### config.mk
export PLATFORM = sky130hd
export DESIGN_NAME = receptor_display
export DESIGN_NICKNAME = d
export VERILOG_FILES = /design/src/rtl/display_pkg.sv /design/src/rtl/spi_deserializador.sv /design/src/rtl/receptor_display.sv
export SDC_FILE = /design/constraint.sdc
export NUM_CORES = 1
export LEC_CHECK = 0
export BUFFER_PORTS_ARGS = -buffer_cell sky130_fd_sc_hd__buf_2
export CAP_MARGIN = 10
export CORE_ASPECT_RATIO = 1.5
export CORE_UTILIZATION = 58
export CTS_CLUSTER_DIAMETER = 40
export DETAILED_ROUTE_END_ITERATION = 10
export GPL_TIMING_DRIVEN = 1
export PLACE_DENSITY = 0.8
export SKIP_LAST_GASP = 1
export SLEW_MARGIN = 20
export SYNTH_ARGS = -nofsm -noshare
export SYNTH_HDL_FRONTEND = slang
export SYNTH_SLANG_ARGS = --single-unit
### constraint.sdc
create_clock -name clk -period 3.2 [get_ports clk]
set_input_delay 0 -clock clk [delete_from_list [all_inputs] [get_ports clk]]
set_output_delay 0 -clock clk [all_outputs]
set_load 0.005 [all_outputs]
### src/rtl/display_pkg.sv
// Shared opcodes, geometry defaults and decoder state type for the display receiver.
package display_pkg;

  localparam int unsigned COLS_DEF  = 128;
  localparam int unsigned PAGES_DEF = 8;

  localparam logic [7:0] OP_DISP_OFF  = 8'hAE;
  localparam logic [7:0] OP_DISP_ON   = 8'hAF;
  localparam logic [7:0] OP_COL_ADDR  = 8'h21;
  localparam logic [7:0] OP_PAGE_ADDR = 8'h22;

  localparam int unsigned N_ONE_ARG = 9;
  localparam logic [7:0] OP_ONE_ARG [N_ONE_ARG] =
    '{8'h20, 8'h81, 8'h8D, 8'hA8, 8'hD3, 8'hD5, 8'hD9, 8'hDA, 8'hDB};

  typedef enum logic {ST_CMD, ST_ARG} dec_state_t;

  function automatic logic is_one_arg(input logic [7:0] op);
    logic hit;
    hit = 1'b0;
    for (int unsigned i = 0; i < N_ONE_ARG; i++)
      if (op == OP_ONE_ARG[i]) hit = 1'b1;
    return hit;
  endfunction

endpackage

### src/rtl/spi_deserializador.sv
// Synchronizes the serial display inputs, detects sclk rising edges and assembles
// MSB-first bytes; flags bytes cut short by chip-select release.
module spi_deserializador #(
  parameter int unsigned SYNC_STAGES = 2
) (
  input  logic       clk,
  input  logic       rst,
  input  logic       io_sclk,
  input  logic       io_sdin,
  input  logic       io_cs,
  input  logic       io_dc,
  input  logic       io_reset,
  output logic       reset_n_s,
  output logic       done,
  output logic [7:0] done_byte,
  output logic       done_dc,
  output logic [7:0] rx_byte,
  output logic       rx_dc,
  output logic       rx_valid,
  output logic       err_pulse
);

  // vector order {reset, cs, dc, sdin, sclk}; idle reset/cs are high
  localparam logic [4:0] SYNC_RST = 5'b11000;

  logic [SYNC_STAGES-1:0][4:0] sync_q;
  logic       sclk_s, sdin_s, dc_s, cs_s;
  logic       sclk_d, cs_d;
  logic       sclk_rise, cs_rise, cs_fall, shift_en;
  logic [6:0] shreg;
  logic [2:0] bit_cnt;

  assign sclk_s    = sync_q[SYNC_STAGES-1][0];
  assign sdin_s    = sync_q[SYNC_STAGES-1][1];
  assign dc_s      = sync_q[SYNC_STAGES-1][2];
  assign cs_s      = sync_q[SYNC_STAGES-1][3];
  assign reset_n_s = sync_q[SYNC_STAGES-1][4];

  assign sclk_rise = sclk_s & ~sclk_d;
  assign cs_rise   = cs_s & ~cs_d;
  assign cs_fall   = ~cs_s & cs_d;
  // an edge coinciding with cs release still belongs to the selected transfer
  assign shift_en  = sclk_rise & (~cs_s | ~cs_d);
  assign done      = shift_en & (bit_cnt == 3'd7) & reset_n_s;
  assign done_byte = {shreg, sdin_s};
  assign done_dc   = dc_s;

  always_ff @(posedge clk or posedge rst) begin
    if (rst) begin
      sync_q    <= {SYNC_STAGES{SYNC_RST}};
      sclk_d    <= 1'b0;
      cs_d      <= 1'b1;
      shreg     <= '0;
      bit_cnt   <= '0;
      rx_byte   <= '0;
      rx_dc     <= 1'b0;
      rx_valid  <= 1'b0;
      err_pulse <= 1'b0;
    end else begin
      sync_q    <= {sync_q[SYNC_STAGES-2:0], {io_reset, io_cs, io_dc, io_sdin, io_sclk}};
      sclk_d    <= sclk_s;
      cs_d      <= cs_s;
      rx_valid  <= 1'b0;
      err_pulse <= 1'b0;
      if (!reset_n_s) begin
        bit_cnt <= '0;
      end else if (done) begin
        rx_byte  <= done_byte;
        rx_dc    <= done_dc;
        rx_valid <= 1'b1;
        bit_cnt  <= '0;
      end else if (cs_rise) begin
        err_pulse <= (bit_cnt != 3'd0);
        bit_cnt   <= '0;
      end else if (cs_fall) begin
        bit_cnt <= '0;
      end else if (shift_en) begin
        shreg   <= done_byte[6:0];
        bit_cnt <= bit_cnt + 3'd1;
      end
    end
  end

endmodule

### src/rtl/receptor_display.sv
// Display-side receiver: command decoder and framebuffer write addressing.
// Optional statistics counters enabled by defining RECEPTOR_STATS_EN.
module receptor_display
  import display_pkg::*;
#(
  parameter int unsigned COLS        = COLS_DEF,
  parameter int unsigned PAGES       = PAGES_DEF,
  parameter int unsigned ADDR_W      = 10,
  parameter int unsigned SYNC_STAGES = 2
) (
  input  logic              clk,
  input  logic              rst,
  input  logic              io_sclk,
  input  logic              io_sdin,
  input  logic              io_cs,
  input  logic              io_dc,
  input  logic              io_reset,
  output logic [7:0]        rx_byte,
  output logic              rx_dc,
  output logic              rx_valid,
  output logic              fb_we,
  output logic [ADDR_W-1:0] fb_addr,
  output logic [7:0]        fb_wdata,
  output logic              display_on,
  output logic              frame_done,
  output logic              err_pulse,
  output logic [15:0]       byte_count,
  output logic [7:0]        frame_count
);

  localparam int unsigned CW = $clog2(COLS);
  localparam int unsigned PW = $clog2(PAGES);

  logic          reset_n_s, done, done_dc, des_err, dec_err;
  logic [7:0]    done_byte, cmd_q;
  logic [CW-1:0] col, col_start, col_end, arg0_q;
  logic [PW-1:0] page, page_start, page_end;
  logic [1:0]    args_left, arg_cnt;
  dec_state_t    state, state_n;
  logic          data_wr, abort, win_col, win_page, disp_set, disp_clr, arg_start, arg_store;

  spi_deserializador #(.SYNC_STAGES(SYNC_STAGES)) u_des (
    .clk       (clk),
    .rst       (rst),
    .io_sclk   (io_sclk),
    .io_sdin   (io_sdin),
    .io_cs     (io_cs),
    .io_dc     (io_dc),
    .io_reset  (io_reset),
    .reset_n_s (reset_n_s),
    .done      (done),
    .done_byte (done_byte),
    .done_dc   (done_dc),
    .rx_byte   (rx_byte),
    .rx_dc     (rx_dc),
    .rx_valid  (rx_valid),
    .err_pulse (des_err)
  );

  assign err_pulse = des_err | dec_err;

  always_ff @(posedge clk or posedge rst) begin
    if (rst)             state <= ST_CMD;
    else if (!reset_n_s) state <= ST_CMD;
    else                 state <= state_n;
  end

  always_comb begin
    state_n   = state;
    data_wr   = 1'b0;
    abort     = 1'b0;
    win_col   = 1'b0;
    win_page  = 1'b0;
    disp_set  = 1'b0;
    disp_clr  = 1'b0;
    arg_start = 1'b0;
    arg_store = 1'b0;
    arg_cnt   = '0;
    if (done) begin
      if (done_dc) begin
        data_wr = 1'b1;
        if (state == ST_ARG) begin
          abort   = 1'b1;
          state_n = ST_CMD;
        end
      end else if (state == ST_CMD) begin
        case (done_byte)
          OP_DISP_OFF: disp_clr = 1'b1;
          OP_DISP_ON:  disp_set = 1'b1;
          OP_COL_ADDR, OP_PAGE_ADDR: begin
            arg_start = 1'b1;
            arg_cnt   = 2'd2;
            state_n   = ST_ARG;
          end
          default: if (is_one_arg(done_byte)) begin
            arg_start = 1'b1;
            arg_cnt   = 2'd1;
            state_n   = ST_ARG;
          end
        endcase
      end else if (args_left == 2'd1) begin
        state_n  = ST_CMD;
        win_col  = (cmd_q == OP_COL_ADDR);
        win_page = (cmd_q == OP_PAGE_ADDR);
      end else begin
        arg_store = 1'b1;
      end
    end
  end

  always_ff @(posedge clk or posedge rst) begin
    if (rst) begin
      fb_we      <= 1'b0;
      fb_addr    <= '0;
      fb_wdata   <= '0;
      display_on <= 1'b0;
      frame_done <= 1'b0;
      dec_err    <= 1'b0;
      col        <= '0;
      page       <= '0;
      col_start  <= '0;
      col_end    <= CW'(COLS - 1);
      page_start <= '0;
      page_end   <= PW'(PAGES - 1);
      cmd_q      <= '0;
      arg0_q     <= '0;
      args_left  <= '0;
    end else begin
      fb_we      <= 1'b0;
      frame_done <= 1'b0;
      dec_err    <= 1'b0;
      if (!reset_n_s) begin
        fb_addr    <= '0;
        fb_wdata   <= '0;
        display_on <= 1'b0;
        col        <= '0;
        page       <= '0;
        col_start  <= '0;
        col_end    <= CW'(COLS - 1);
        page_start <= '0;
        page_end   <= PW'(PAGES - 1);
        args_left  <= '0;
      end else begin
        if (arg_start) begin
          cmd_q     <= done_byte;
          args_left <= arg_cnt;
        end
        if (arg_store) begin
          arg0_q    <= done_byte[CW-1:0];
          args_left <= args_left - 2'd1;
        end
        if (disp_set) display_on <= 1'b1;
        if (disp_clr) display_on <= 1'b0;
        if (win_col) begin
          col_start <= arg0_q;
          col_end   <= done_byte[CW-1:0];
          col       <= arg0_q;
        end
        if (win_page) begin
          page_start <= arg0_q[PW-1:0];
          page_end   <= done_byte[PW-1:0];
          page       <= arg0_q[PW-1:0];
        end
        if (abort) dec_err <= 1'b1;
        // steps modulo COLS/PAGES so a start > end window wraps around
        if (data_wr) begin
          fb_we    <= 1'b1;
          fb_addr  <= ADDR_W'({page, col});
          fb_wdata <= done_byte;
          if (col == col_end) begin
            col <= col_start;
            if (page == page_end) begin
              page       <= page_start;
              frame_done <= 1'b1;
            end else begin
              page <= (page == PW'(PAGES - 1)) ? '0 : page + 1'b1;
            end
          end else begin
            col <= (col == CW'(COLS - 1)) ? '0 : col + 1'b1;
          end
        end
      end
    end
  end

`ifdef RECEPTOR_STATS_EN
  always_ff @(posedge clk or posedge rst) begin
    if (rst) begin
      byte_count  <= '0;
      frame_count <= '0;
    end else begin
      if (rx_valid)   byte_count  <= byte_count + 16'd1;
      if (frame_done) frame_count <= frame_count + 8'd1;
    end
  end
`else
  assign byte_count  = '0;
  assign frame_count = '0;
`endif

endmodule

; Word level (Yosys, flattened, before mapping)
; Index checks and enable logic that the tools add are counted.
[totals]
ff_bits = 103
input_bits = 7
out_inout_bits = 56
elab_cells = 179
[classes]
addsub = 4
eq_ne = 29
n_mux = 98
n_bitwise = 14
n_reduce_logical = 8
[op_table]
columns = op, n
row1 = equality test 8 bit (second input constant), 10
row2 = two-way mux 1 bit, 63
row3 = two-way mux 7 bit, 8
row4 = two-way mux 3 bit, 15
row5 = equality test 8 x 6 -> 1 bit (second input constant), 5
row6 = two-way mux 10 bit, 2
row7 = two-way mux 8 bit, 2
row8 = two-way mux 2 bit, 6
row9 = != test 3 bit (second input constant), 3
row10 = != test 2 bit (second input constant), 4
row11 = adder 7 x 1 -> 7 bit (second input constant), 1
row12 = equality test 7 bit, 1
row13 = equality test 7 bit (second input constant), 1
row14 = adder 3 x 1 -> 3 bit (second input constant), 2
row15 = bitwise AND 1 bit, 6
row16 = equality test 3 bit (second input constant), 2
row17 = inverter 1 bit, 6
row18 = AND reduction 2 bit, 3
row19 = != test 5 bit (second input constant), 1
row20 = AND reduction 5 bit, 1
row21 = one-hot mux 2 bit (2 select lines), 1
row22 = OR reduction 2 bit, 2
row23 = OR reduction 4 bit, 1
row24 = equality test 3 bit, 1
row25 = 5 further kinds, 6

; Logic depth before layout (Yosys ltp)
[logic_depth]
depth_word = 22
mapped_depth = 9
depth_no_buf = 9

; Cells and area by module
; From an unflattened synthesis, not the netlist that was laid out.
[unflattened]
hier_cells = 451
hier_area_um2 = 5002.3
[by_module_without_submodules]
columns = mod, n_inst, cells_each, area_per_inst_um2, seq_area_each_um2
row1 = receptor_display, 1, 371, 3749.8, 1764.2
row2 = spi_deserializador, 1, 80, 1252.5, 832.0

; Least setup slack after synthesis
; OpenSTA, ideal clock, no wires.
[synth_timing]
path_kind = reg-to-reg
start = reg u_des.bit_cnt[0]
end = reg cmd_q[0]
setup_time_ns = 0.121
t_arrival_ns = 2.051
required_ns = 3.079
setup_slack_ns = 1.029
path_stages_with_launch = 10
n_path_buf = 1
period_less_slack_ns = 2.171
cell_sequence = dfrtp_1 ha_1 ha_1 nand4bb_1 or2_1 buf_2 nor3_2 and2_1 or2_2 a22o_1
[synth_via]
elab_chain_cells = 5
[synth_lines]
columns = item, line
row1 = from (decl), spi_deserializador.sv:31  ; logic [2:0] bit_cnt;
row2 = from (signal assigned), spi_deserializador.sv:79  ; bit_cnt <= bit_cnt + 3'd1;
row3 = equality test 3 bit, spi_deserializador.sv:44  ; assign done = shift_en & (bit_cnt == 3'd7) & reset_n_s;
row4 = bitwise AND 1 bit (2 in series), spi_deserializador.sv:44
row5 = two-way mux 1 bit, receptor_display.sv:79  ; if (done) begin
row6 = AND reduction 2 bit (no source line), --
row7 = to (signal assigned), receptor_display.sv:145  ; cmd_q <= done_byte;
row8 = to (decl), receptor_display.sv:35  ; logic [7:0] done_byte, cmd_q;
; Every way passes these cells.
; A chain may end at the register's enable or synchronous reset.

; Worst setup path in the final report
[layout_timing]
start = reg u_des.bit_cnt[0]
end = reg col[5]
[layout_via]
elab_chain_cells = 6
word_cells_on_any_way = 8
classes_between = 2 x eq/ne / 4 x mux / 2 x bitwise
[layout_lines]
columns = item, line
row1 = equality test 3 bit *, spi_deserializador.sv:44
row2 = bitwise AND 1 bit * (2 in series), spi_deserializador.sv:44
row3 = two-way mux 1 bit, receptor_display.sv:79
row4 = two-way mux 7 bit, receptor_display.sv:166  ; if (data_wr) begin
row5 = two-way mux 7 bit, receptor_display.sv:132  ; if (!reset_n_s) begin
row6 = to (signal assigned), receptor_display.sv:157  ; col <= arg0_q;
row7 = to (signal assigned), receptor_display.sv:171  ; col <= col_start;
row8 = to (signal assigned), receptor_display.sv:179  ; col <= (col == CW'(COLS - 1)) ? '0 : col + 1'b1;
row9 = to (decl), receptor_display.sv:36  ; logic [CW-1:0] col, col_start, col_end, arg0_q;
; Every way passes the cells marked *; elsewhere a longest branch is shown, timed or not.

==> metrics.cfg <==
[placement]
io_buffers=38
preCtsSetupSlack_ns=0.743
hpwl_mm=6.71
gp_congestion=0.911

[power]
power.density_nw_per_um2=475
leakagePower_nw=2.76
ir_drop_uv=418

[worst_setup_path]
path_cells=ha_1, ha_1, nand4bb_1, nor4_4, nor2_1, a221oi_1, nand3_1
path_delay_family=simple AND/OR/NAND/NOR gates
start_kind=flop
critPathBufInv=0
crit_top_cell=ha_1
slowest_delay_ns=0.61
critPathMaxFanout=9
r2r-start=u_des.bit_cnt[0]
worstPathRequired_ns=3.41
arrival_ns=2.67
crit_start=u_des.bit_cnt[0]
path_class=reg -> reg
slowest_stage=nor4_4
end_kind=flop

[sta]
fin_setup_tns_ns=0
finalHoldViolations=0
tightest_slew_ns=0.716
clock_skew_ns=0.00701
rsz0062_at_grt=false
layout_setup_ws_ns=0.746
finalCritPeriodShare=0.767
final.min_clock_period_ns=2.45
slew_violations=0
setup_viol=0
relSlewSlack=0.520
fmax_ghz=0.407

[grt]
grt_start_max_net_pins=83
antenna_found_initial=0
grt_pass1_vias=3551
grtUsageTotal=0.248
overflow=0
grt_pass1_wl_mm=16.7

[cells_and_area]
final_cell_mix=88 x dfrtp_1, 74 x nand2_1, 41 x nand3_1, 38 x buf_2, 24 x conb_1
insertedDiodeCount=0
layout_commonest_cell=dfrtp_1
fill_cells=656
final_nets=532
area_growth_pct=9.77
drive_gt1_frac=0.210

[die]
dieArea_um2=8810
start_util=0.603
die_h_um=114
dieWidth_um=77.0
coreArea_um2=8110
ios=63
num_rows=40

[route]
wl_mm=9.93
ant_nets=0
drtIter0Drc=243
drc=0
vias=3524
first_pass_iters=4
via_per_inst=5.64
routedWlPerCell_um=15.9

[synthesis]
synth_seq_cells=103
ys_async_sr_fraction=1.00
yosys.area.top_type=dfrtp_1
synthFlopType=dfrtp_1
synth.distinct_cells=58
synth.cell_area_um2=4890
synth_edf_count=0
synthCells=483
synth_area_per_cell_um2=10.1
synthTopCellsByArea=dfrtp_1 45%, dfstp_2 8.1%, nand2_1 5.7%
ys_seq_area_frac=0.531
synth_top_area_frac=0.450
ys_warn_count=0

[cts]
clk_latency_ns=0.35
cts_tree=yes
clk_pin_slew_ns=0.07
cts_buffer_depth=2
cts_root_buffer=clkbuf_16
cts_htree_levels=3
cts.repair.resized=0
clock-sinks=103
numCtsBuffers=9

[flow_run]
cap_violations=0

[hold_path]
min_path_type=in -> reg
holdCritStartpoint=io_sdin

[status]
status=finished, final reports clean

## report_power, final
part           switching (mW)  total (mW)  internal (mW)  leakage (nW)
clock network           0.463        1.01          0.547         0.132
logic                  0.0856       0.133         0.0478          1.26
registers              0.0737        1.41           1.33          1.36
## final cells by class
class,instances,area [µm²],area share
clock buffers,11,243,0.0452
repair buffers,49,288,0.0536
multi-input cells,328,1980,0.369
clock inverters,5,33.8,0.00629
flip-flops and latches,103,2600,0.484
well taps,105,131,0.0245
inverters,24,95.1,0.0177
## logic make-up after synthesis
group	share of synthesized area
AO/OA/AOI/OAI	0.0901
XOR/XNOR	0.0233
adder cells (fa/ha/maj)	0.0276
buffers and inverters	0.0816
flip-flops	0.531
multiplexers	0.0514
other	0.000767
AND/OR/NAND/NOR	0.194
## state kept, by name, indices dropped and copies added, names as in the netlist, 8 cells and up
signal         flops
fb_wdata           8
fb_addr           10
u_des.rx_byte      8
cmd_q              8
## worst paths after layout
| check | slack (ns) | end | cells after the start |
|---|---|---|---|
| setup / recovery | 0.75 | col[5] | 7 |
| min in group asynchronous | 0.34 | frame_done | 3 |
| setup reg to reg | 0.75 | col[5] | 7 |
| hold / removal | 0.29 | u_des.sync_q[1] | 2 |
| max in group asynchronous | 2.04 | col_end[0] | 4 |
| hold reg to reg | 0.35 | u_des.done_byte[0] | 0 |
## through the flow
stage | hold WS (ns) | cell area, µm² | utilization | cells | total power, mW
after detailed placement | 0.107 | 5030 | 0.620 | 603 | 1.56
after CTS | 0.282 | 5370 | 0.662 | 625 | 2.57
after global placement | 0.105 | 5030 | 0.620 | 603 | 1.55
after global routing | 0.297 | 5370 | 0.662 | 625 | 2.66
after floorplan | 0.00448 | 4980 | - | 506 | 1.53
final | 0.294 | 5370 | 0.662 | 625 | 2.55
## worst reg2reg max path: stages, from the launching register on
cell and delay (ns):
dfrtp_1 0.39, ha_1 0.18, ha_1 0.20, nand4bb_1 0.27
nor4_4 0.61, nor2_1 0.20, a221oi_1 0.35, nand3_1 0.13
## synth_stat cells (4+ instances only)
master,number
nor3b_1,4
nor2_1,20
clkbuf_1,11
inv_1,24
xnor2_1,12
nor2b_1,5
buf_4,24
mux2i_1,6
nand3_1,41
buf_1,4
o21ai_1,5
nand2_1,74
dfrtp_1,88
and2_1,4
nor3_1,6
a21oi_1,12
buf_2,10
mux2_2,17
dfstp_2,15
o21ai_0,23
a22o_1,5
nand2b_1,4
a31oi_1,9
ha_1,10
## repair_timing
action                     CTS  global route
hold endpoints to repair    76             0
setup buffers                0             0
hold buffers                 6             0
setup endpoints to repair    0             0
## per-layer routing
layer,global-route usage,vias to the layer above,wire [µm]
met5,0,-,0
met4,0.137,0,325
met3,0.0494,30,466
met2,0.414,122,5240
met1,0.301,1717,3900
li1,-,1655,-
Power figures use the tool's default switching activity.
